**src/rtl/rv32i_pkg.sv**
```systemverilog
// rv32i_pkg: shared RV32I constants and the fetch prefetch slot type
package rv32i_pkg;
  localparam int XLEN = 32;
  localparam logic [XLEN-1:0] NOP_INSTR = 32'h0000_0013;
  localparam logic [XLEN-1:0] RESET_PC_DEFAULT = 32'h0000_0000;
  typedef enum logic [1:0] {SLOT_FREE, SLOT_PENDING, SLOT_FILLED} slot_state_t;
  typedef struct packed {
    logic [XLEN-1:0] pc;
    logic [XLEN-1:0] instr;
    slot_state_t state;
  } fetch_slot_t;
endpackage

```
**src/rtl/fetch_slot_queue.sv**
```systemverilog
// fetch_slot_queue: in-order prefetch slots with separate pop, fill and allocate pointers
module fetch_slot_queue
  import rv32i_pkg::*;
#(
  parameter int DEPTH = 4,
  parameter int PTR_W = 2
) (
  input  logic            clk,
  input  logic            rst,
  input  logic            flush,
  input  logic            alloc,
  input  logic [XLEN-1:0] alloc_pc,
  input  logic            fill,
  input  logic [XLEN-1:0] fill_data,
  input  logic            pop,
  output logic            head_valid,
  output logic [XLEN-1:0] head_pc,
  output logic [XLEN-1:0] head_instr,
  output logic [PTR_W:0]  occupancy
);
  fetch_slot_t slots [DEPTH];
  logic [PTR_W-1:0] head, fill_ptr, tail;
  logic fill_ok;
  assign fill_ok = fill && slots[fill_ptr].state == SLOT_PENDING;
  assign head_valid = slots[head].state == SLOT_FILLED;
  assign head_pc = slots[head].pc;
  assign head_instr = slots[head].instr;
  always_ff @(posedge clk) begin
    if (rst || flush) begin
      head <= '0;
      fill_ptr <= '0;
      tail <= '0;
      occupancy <= '0;
      for (int i = 0; i < DEPTH; i++) slots[i] <= '0;
    end else begin
      if (alloc) tail <= tail + 1'b1;
      if (fill_ok) fill_ptr <= fill_ptr + 1'b1;
      if (pop) head <= head + 1'b1;
      occupancy <= occupancy + (PTR_W+1)'(alloc) - (PTR_W+1)'(pop);
      // alloc, fill and pop always target slots in distinct states, so at most one fires per slot
      for (int i = 0; i < DEPTH; i++) begin
        if (alloc && tail == PTR_W'(i)) slots[i] <= '{pc: alloc_pc, instr: NOP_INSTR, state: SLOT_PENDING};
        else if (fill_ok && fill_ptr == PTR_W'(i)) begin
          slots[i].instr <= fill_data;
          slots[i].state <= SLOT_FILLED;
        end else if (pop && head == PTR_W'(i)) slots[i].state <= SLOT_FREE;
      end
    end
  end
  always_ff @(posedge clk) if (!rst) assert (occupancy <= (PTR_W+1)'(DEPTH));
endmodule

```
**src/rtl/fetch_prefetch_unit.sv**
```systemverilog
// fetch_prefetch_unit: PC owner issuing in-order imem requests into a prefetch queue, with redirect flush
module fetch_prefetch_unit
  import rv32i_pkg::*;
#(
  parameter logic [XLEN-1:0] RESET_PC = RESET_PC_DEFAULT,
  parameter int DEPTH = 4,
  parameter int PTR_W = 2
) (
  input  logic            clk,
  input  logic            rst,
  input  logic            stall,
  input  logic            pc_sel,
  input  logic [XLEN-1:0] pc_nxt,
  output logic            imem_req_valid,
  output logic [XLEN-1:0] imem_req_addr,
  input  logic            imem_req_ready,
  input  logic            imem_resp_valid,
  input  logic [XLEN-1:0] imem_resp_data,
  output logic [XLEN-1:0] pc_f,
  output logic [XLEN-1:0] instruction,
  output logic            valid_f
);
  logic [XLEN-1:0] fetch_pc, head_pc, head_instr;
  logic [PTR_W:0] inflight, inflight_next, drop_cnt, occupancy;
  logic accept, drop, head_valid;
  assign imem_req_valid = !rst && !pc_sel && occupancy < (PTR_W+1)'(DEPTH);
  assign imem_req_addr = fetch_pc;
  assign accept = imem_req_valid && imem_req_ready;
  assign drop = drop_cnt != '0;
  assign inflight_next = inflight + (PTR_W+1)'(accept) - (PTR_W+1)'(imem_resp_valid);
  assign valid_f = head_valid;
  assign pc_f = head_valid ? head_pc : '0;
  assign instruction = head_valid ? head_instr : NOP_INSTR;
  fetch_slot_queue #(.DEPTH(DEPTH), .PTR_W(PTR_W)) u_queue (
    .clk(clk),
    .rst(rst),
    .flush(pc_sel),
    .alloc(accept),
    .alloc_pc(fetch_pc),
    .fill(imem_resp_valid && !drop && !pc_sel),
    .fill_data(imem_resp_data),
    .pop(head_valid && !stall && !pc_sel),
    .head_valid(head_valid),
    .head_pc(head_pc),
    .head_instr(head_instr),
    .occupancy(occupancy)
  );
  always_ff @(posedge clk) begin
    if (rst) begin
      fetch_pc <= RESET_PC;
      inflight <= '0;
      drop_cnt <= '0;
    end else begin
      inflight <= inflight_next;
      // every request still outstanding after a redirect belongs to the old path
      if (pc_sel) begin
        fetch_pc <= pc_nxt & ~XLEN'(3);
        drop_cnt <= inflight_next;
      end else begin
        if (accept) fetch_pc <= fetch_pc + XLEN'(4);
        if (imem_resp_valid && drop) drop_cnt <= drop_cnt - 1'b1;
      end
    end
  end
  always_ff @(posedge clk) begin
    if (!rst) begin
      assert (inflight <= (PTR_W+1)'(DEPTH));
      assert (!(imem_resp_valid && inflight == '0));
      assert (drop_cnt <= inflight);
    end
  end
endmodule

```
**config.mk**
```make
export PLATFORM = sky130hd
export DESIGN_NAME = fetch_prefetch_unit
export DESIGN_NICKNAME = d
export VERILOG_FILES = /design/src/rtl/rv32i_pkg.sv /design/src/rtl/fetch_slot_queue.sv /design/src/rtl/fetch_prefetch_unit.sv
export SDC_FILE = /design/constraint.sdc
export NUM_CORES = 1
export LEC_CHECK = 0
export ABC_AREA = 1
export BUFFER_PORTS_ARGS = -buffer_cell sky130_fd_sc_hd__buf_2
export CORE_MARGIN = 2
export CORE_UTILIZATION = 63
export CTS_CLUSTER_SIZE = 16
export DETAILED_ROUTE_END_ITERATION = 6
export PLACE_DENSITY = 0.95
export REMOVE_ABC_BUFFERS = 1
export SYNTH_ARGS = -nofsm -noshare
export SYNTH_HDL_FRONTEND = slang
export SYNTH_SLANG_ARGS = --single-unit
```
**constraint.sdc**
```tcl
create_clock -name clk -period 6.8 [get_ports clk]
set_input_delay 1.36 -clock clk [delete_from_list [all_inputs] [get_ports clk]]
set_output_delay 1.36 -clock clk [all_outputs]
set_load 0.05 [all_outputs]
```
# After elaboration in Yosys (flattened, before gate mapping)
# Memories as Yosys holds them, arrays and structs flattened. A register that Yosys moved wholly into a read port is not among the register bits.
# Cells that the tools add are included.
[totals]
reg_bits = 47
ram_bits = 264
inputBits = 70
out_inout_bits = 98
word_cells = 155
n_memories = 1
[memory_table]
columns = ["name", "words", "width", "read_ports", "rd_clocked_by_memory_dff", "write_ports", "line_no", "text"]
rows = [
  ["u_queue.slots", 4, 66, 2, 2, 4, "fetch_slot_queue.sv:21", "fetch_slot_t slots [DEPTH];"],
]
[classes]
addsub = 9
n_lt_le_gt_ge = 1
eq_ne = 11
n_mux = 76
n_bitwise = 16
n_reduce_logical = 33
[op_table]
columns = ["op", "n"]
rows = [
  ["66-bit two-way mux", 4],
  ["32-bit two-way mux", 8],
  ["1-bit two-way mux", 50],
  ["32-bit by 3-bit adder with 32-bit output, second input constant", 1],
  ["2-bit two-way mux", 12],
  ["1-bit logical AND", 21],
  ["1-bit OR", 16],
  ["2-bit == test, second input constant", 7],
  ["2-bit by 1-bit == test with 1-bit output, second input constant", 4],
  ["2-bit by 1-bit adder with 2-bit output, second input constant", 3],
  ["3-bit by 1-bit adder with 3-bit output", 2],
  ["2-bit logical NOT", 3],
  ["3-bit two-way mux", 2],
  ["3-bit by 1-bit subtractor with 3-bit output", 2],
  ["1-bit logical NOT", 4],
  ["2-bit nonzero test", 2],
  ["3-bit less-than comparator, second input constant", 1],
  ["3-bit nonzero test", 1],
  ["3-bit by 1-bit subtractor with 3-bit output, second input constant", 1],
  ["2-bit OR reduction", 1],
  ["1-bit logical OR", 1],
]

# Depth between registers and ports, before layout
[logic_depth]
word_depth = 12
ltp_mapped = 16
mapped_depth_nobuf = 14

# Hierarchy
# From an unflattened synthesis, not the netlist that was laid out.
[unflattened]
cells_unflattened = 1671
hier_area_um2 = 15179.6
[modules_own_cells]
columns = ["module", "instances", "cells_each", "area_each_um2", "seq_area_each_um2"]
rows = [
  ["fetch_slot_queue", 1, 1116, 12031.5, 8187.9],
  ["fetch_prefetch_unit", 1, 555, 3148.0, 720.7],
]

# Least setup slack after synthesis
# OpenSTA, ideal clock, no wires.
[synth_timing]
path_kind = "in2reg"
startpoint = "in rst"
endpoint = "reg drop_cnt[2]"
setup_ns = 0.058
arrival_time_ns = 3.693
setup_slack_ns = 3.050
cell_stages = 13
path_buffers = 2
cell_sequence = "buf_2 inv_2 nand2_4 nor2_4 nand2_8 buf_2 ha_1 inv_1 ha_1 fa_1 or2_2 a21oi_1 a21o_1"
[synth_between]
elab_chain_len = 7
[synth_rtl]
columns = ["element", "line_no", "text"]
rows = [
  ["start: declaration", "fetch_prefetch_unit.sv:10", "input logic rst,"],
  ["1-bit logical NOT", "n/a", ""],
  ["1-bit logical AND (2 in series)", "fetch_prefetch_unit.sv:26", "assign imem_req_valid = !rst && !pc_sel && occupancy < (PTR_W+1)'(DEPTH);"],
  ["via imem_req_valid", "fetch_prefetch_unit.sv:14", "output logic imem_req_valid,"],
  ["1-bit logical AND", "fetch_prefetch_unit.sv:28", "assign accept = imem_req_valid && imem_req_ready;"],
  ["3-bit by 1-bit adder with 3-bit output", "fetch_prefetch_unit.sv:30", "assign inflight_next = inflight + (PTR_W+1)'(accept) - (PTR_W+1)'(imem_resp_valid);"],
  ["3-bit by 1-bit subtractor with 3-bit output", "fetch_prefetch_unit.sv:30", ""],
  ["3-bit two-way mux", "fetch_prefetch_unit.sv:56", "if (pc_sel) begin"],
  ["end signal: assignment", "fetch_prefetch_unit.sv:58", "drop_cnt <= inflight_next;"],
  ["end signal: assignment", "fetch_prefetch_unit.sv:61", "if (imem_resp_valid && drop) drop_cnt <= drop_cnt - 1'b1;"],
  ["end: declaration", "fetch_prefetch_unit.sv:24", "logic [PTR_W:0] inflight, inflight_next, drop_cnt, occupancy;"],
]
# The timed path passes the listed nets, and every way through them passes these cells.
# A chain may end at the register's enable or synchronous reset.

==> results.md <==
- Largest net degree at the start of global routing: around 130
- Post-CTS setup buffer count: 0
- Util after Layout: 0.723
- Total die area: about 24000 um^2
- Peak VDD IR: 0.170 mV
- # nets final: 1837
- Worst Path Arrival: approximately 3800 ps
- CP bufs+invs: 3
- Number of inserted diodes: 0
- Synth Instances: 1632
- DR WL/cell: 18.3 um
- Yosys reg bits: ~310
- Rel. slew slack: 0.241
- I/O Buffers: approximately 160
- TritonCTS Sinks: around 310
- Pwr Density: 259 nW/um^2
- Final slew viol count: 0
- Initial Util: 0.645
- Drt drc: 0
- Clock insertion delay at the later pin of the skew report: about 550 ps
- First-pass GRT wire length: between 50000 and 60000 um
- Hold Fails Final Rpt: 0
- GPL Wtd Cong: approximately 0.94
- Remaining antenna violation count: 0
- Final Skew: between 10 and 15 ps
- CTS tree: done
- Die width: roughly 160 um
- Antenna violations before repair: 1
- Post-cts gate resize count: 0
- P_sw: around 0.0011 W
- RSZ-0062 raised after global routing: no
- Tot GR Track Use: 0.306
- Seq/Total Area, Yosys: 0.592
- Logic pwr share: 0.096
- Routed wire length: 37500 um
- Final setup fails: 0
- Clock Tree Root: clkbuf_16
- Number of synthesized flops with an enable pin: approximately 260
- Least-Margin Pin Slew: 1140 ps
- Netlist cell types: 39
- DRT iter0 DRCs: 1530
- Hold_sp: u_queue.occupancy[2]
- Synth area leaders: edfxtp_1 52%, nor2_1 14%, dfxtp_1 6.7%
- Clock Path Buffers: 3
- Cell area after synthesis: between 10000 and 15000 um^2
- Worst EP required: 5440 ps
- Core ar.: between 20000 and 25000 um^2
- Placed cell count: 2000
- FMAX: ~190 MHz
- Min-delay worst type: flip-flop to flip-flop
- GRT Residual Overflow: 0
- Post-DP HPWL: 22400 um
- Crit share post-route: 0.755
- Vias in the first global route: 11900
- Leak: roughly 6.8 nW
- Ys Warns: 0
- Async SR Flop Fraction: 0
- CP Capture Type: output port
- Layout Area Growth over Synthesis: 12.1%
- Sw Ratio: 0.249
- Max incr delay on CP: just under 800 ps
- Register share of total power: 0.508
- Non-Filler Instances: 2056
- Slowest cell on the critical path: dfxtp_4
- Post-Syn Area per Cell: about 9 um^2
- Die height: roughly 160 um
- Outcome: complete, no violations
- Crit path max fanout: roughly 130
- Synth area leader: edfxtp_1
- Main synth FF type: edfxtp_1
- I/O pin total: approximately 170
- Area fraction of the dominant cell type after synthesis: 0.525
- Crit-path cells: inv_4 -> nand3b_1 -> nand3_1 -> nand2_4 -> inv_2 -> o221ai_1 -> buf_2
- CP top delay family: simple AND/OR/NAND/NOR gates
- DR vias: around 12000
- Vias per std cell: slightly below 6
- Hold_buf cts: 0
- Clock transition at path regs: approximately 60 ps
- H-tree depth: 1
- Clock period minus worst slack: 5140 ps
- Worst setup path class: flip-flop to output port
- Fraction of layout cells with a size suffix above 1: 0.144
- Maxcap violations: 0
- Row cnt: 55
- Num CTS Buffers: 30
- Clk pwr share: 0.396
- TNS Setup: 0 ps
- Element type at the critical path start: flip-flop
- Int Pwr: between 0.003 and 0.004 W
- DR pass1 iterations: 6
==> registers in the layout, indices dropped and copies added (netlist names), named ones only <==
| signal | cells |
|---|---|
| u_queue.fill_ptr | 2 |
| u_queue.head | 2 |
| u_queue.slots | 256 |
| u_queue.occupancy | 3 |
| imem_req_addr | 30 |
| drop_cnt | 3 |
| u_queue.tail | 2 |
| inflight | 3 |
==> cells in the final DEF (no fill, tap or decap), types with 2 or more instances in the layout <==
| cell type | netlist | final |
|---|---|---|
| nor2_1 | 537 | 537 |
| edfxtp_1 | 256 | 256 |
| nand2_1 | 174 | 170 |
| buf_2 | 22 | 161 |
| o21ai_0 | 152 | 152 |
| inv_1 | 138 | 138 |
| a21oi_1 | 94 | 94 |
| dfxtp_1 | 49 | 47 |
| nand3_1 | 42 | 42 |
| clkbuf_16 | 0 | 31 |
| ha_1 | 18 | 18 |
| nor2_4 | 12 | 12 |
| inv_2 | 10 | 10 |
| nand2_2 | 5 | 8 |
| a31oi_1 | 8 | 8 |
| o21ai_1 | 7 | 7 |
| clkbuf_1 | 37 | 7 |
| buf_4 | 7 | 7 |
| nand3b_1 | 6 | 6 |
| xor2_1 | 6 | 6 |
| clkinv_2 | 0 | 6 |
| conb_1 | 1 | 4 |
| clkinv_1 | 0 | 4 |
| nor2_2 | 3 | 3 |
| o221ai_1 | 3 | 3 |
| bufinv_16 | 0 | 3 |
| clkbuf_8 | 0 | 3 |
| nand2_4 | 1 | 2 |
| xnor2_1 | 2 | 2 |
| o211ai_1 | 2 | 2 |
| nand4_1 | 2 | 2 |
| o22ai_1 | 2 | 2 |
| o31ai_1 | 2 | 2 |
| or2_2 | 2 | 2 |
| o21a_1 | 2 | 2 |
| fa_1 | 2 | 2 |
| clkinvlp_4 | 0 | 2 |
==> logic make-up (layout without fill, tap and decap cells) <==
| group | after synthesis | in the layout | synth area share |
|---|---|---|---|
| adder cells (fa/ha/maj) | 20 | 20 | 0.0181 |
| buffers and inverters | 237 | 373 | 0.0707 |
| XOR/XNOR | 8 | 8 | 0.00478 |
| other | 1 | 4 | 0.000256 |
| flip-flops | 305 | 305 | 0.592 |
| AND/OR/NAND/NOR | 787 | 787 | 0.218 |
| AO/OA/AOI/OAI | 274 | 274 | 0.0967 |
==> cell usage after synthesis (12+ instances only) <==
cell,number
a21oi_1,94
buf_2,22
buf_6,12
clkbuf_1,37
dfxtp_1,49
edfxtp_1,256
ha_1,18
inv_1,138
nand2_1,174
nand3_1,42
nor2_1,537
nor2_4,12
o21ai_0,152
==> worst register-to-register path, stage by stage (launching register included) <==
cell and delay [ps]:
dfxtp_4 790, inv_4 620, nor2_1 250, nand2_1 70, nand3_1 120, nand2_4 510, nor2_2 330, nand2_1 170
xnor2_1 200, ha_1 200, inv_1 60, fa_1 370, xnor2_1 150, or2_2 280, a21oi_1 120
==> final timing paths <==
check / endpoint / slack [ps] / depth (start not counted)
setup / recovery: instruction[1] / 1660 / 7
hold / removal: u_queue.occupancy[2] / 530 / 2
setup reg to reg: u_queue.occupancy[2] / 2510 / 14
hold reg to reg: u_queue.occupancy[2] / 530 / 2
==> area by class of cell <==
class / count / area, um^2
multi-input combinational: 1093 / 4970
inverter: 149 / 562
tap: 285 / 357
timing repair buffer: 168 / 858
clock inverter: 15 / 150
fill: 1619 / 6300
sequential: 305 / 8670
clock buffer: 41 / 843
==> power by group through the flow <==
stage / sequential (W) / combinational (W) / clock (W)
2_1_floorplan: 0.00222 / 0.000235 / 0
3_3_place_gp: 0.00219 / 0.000384 / 0
3_5_place_dp: 0.00220 / 0.000400 / 0
4_1_cts: 0.00216 / 0.000405 / 0.00168
5_1_grt: 0.00217 / 0.000442 / 0.00176
6_report: 0.00216 / 0.000408 / 0.00168
==> through the flow <==
step | cell area, um^2 | hold WS (ps) | worst slack, ps | total power, W
after floorplan | 14200 | 486 | 442 | 0.00246
after global placement | 15400 | 493 | 2190 | 0.00257
after detailed placement | 15400 | 520 | 2120 | 0.00260
after CTS | 16400 | 529 | 1730 | 0.00424
after global routing | 16400 | 557 | 1490 | 0.00437
final | 16400 | 526 | 1660 | 0.00425
==> metal layers <==
layer	routed length, um	GRT usage	up-vias	share of wire
met5	11	0	-	0.00029
met4	1210	0.128	2	0.032
met3	4320	0.0449	108	0.11
met2	18400	0.532	793	0.49
met1	13600	0.385	5686	0.36
li1	-	-	5546	-
No activity file was read; power rests on OpenSTA's default activity.
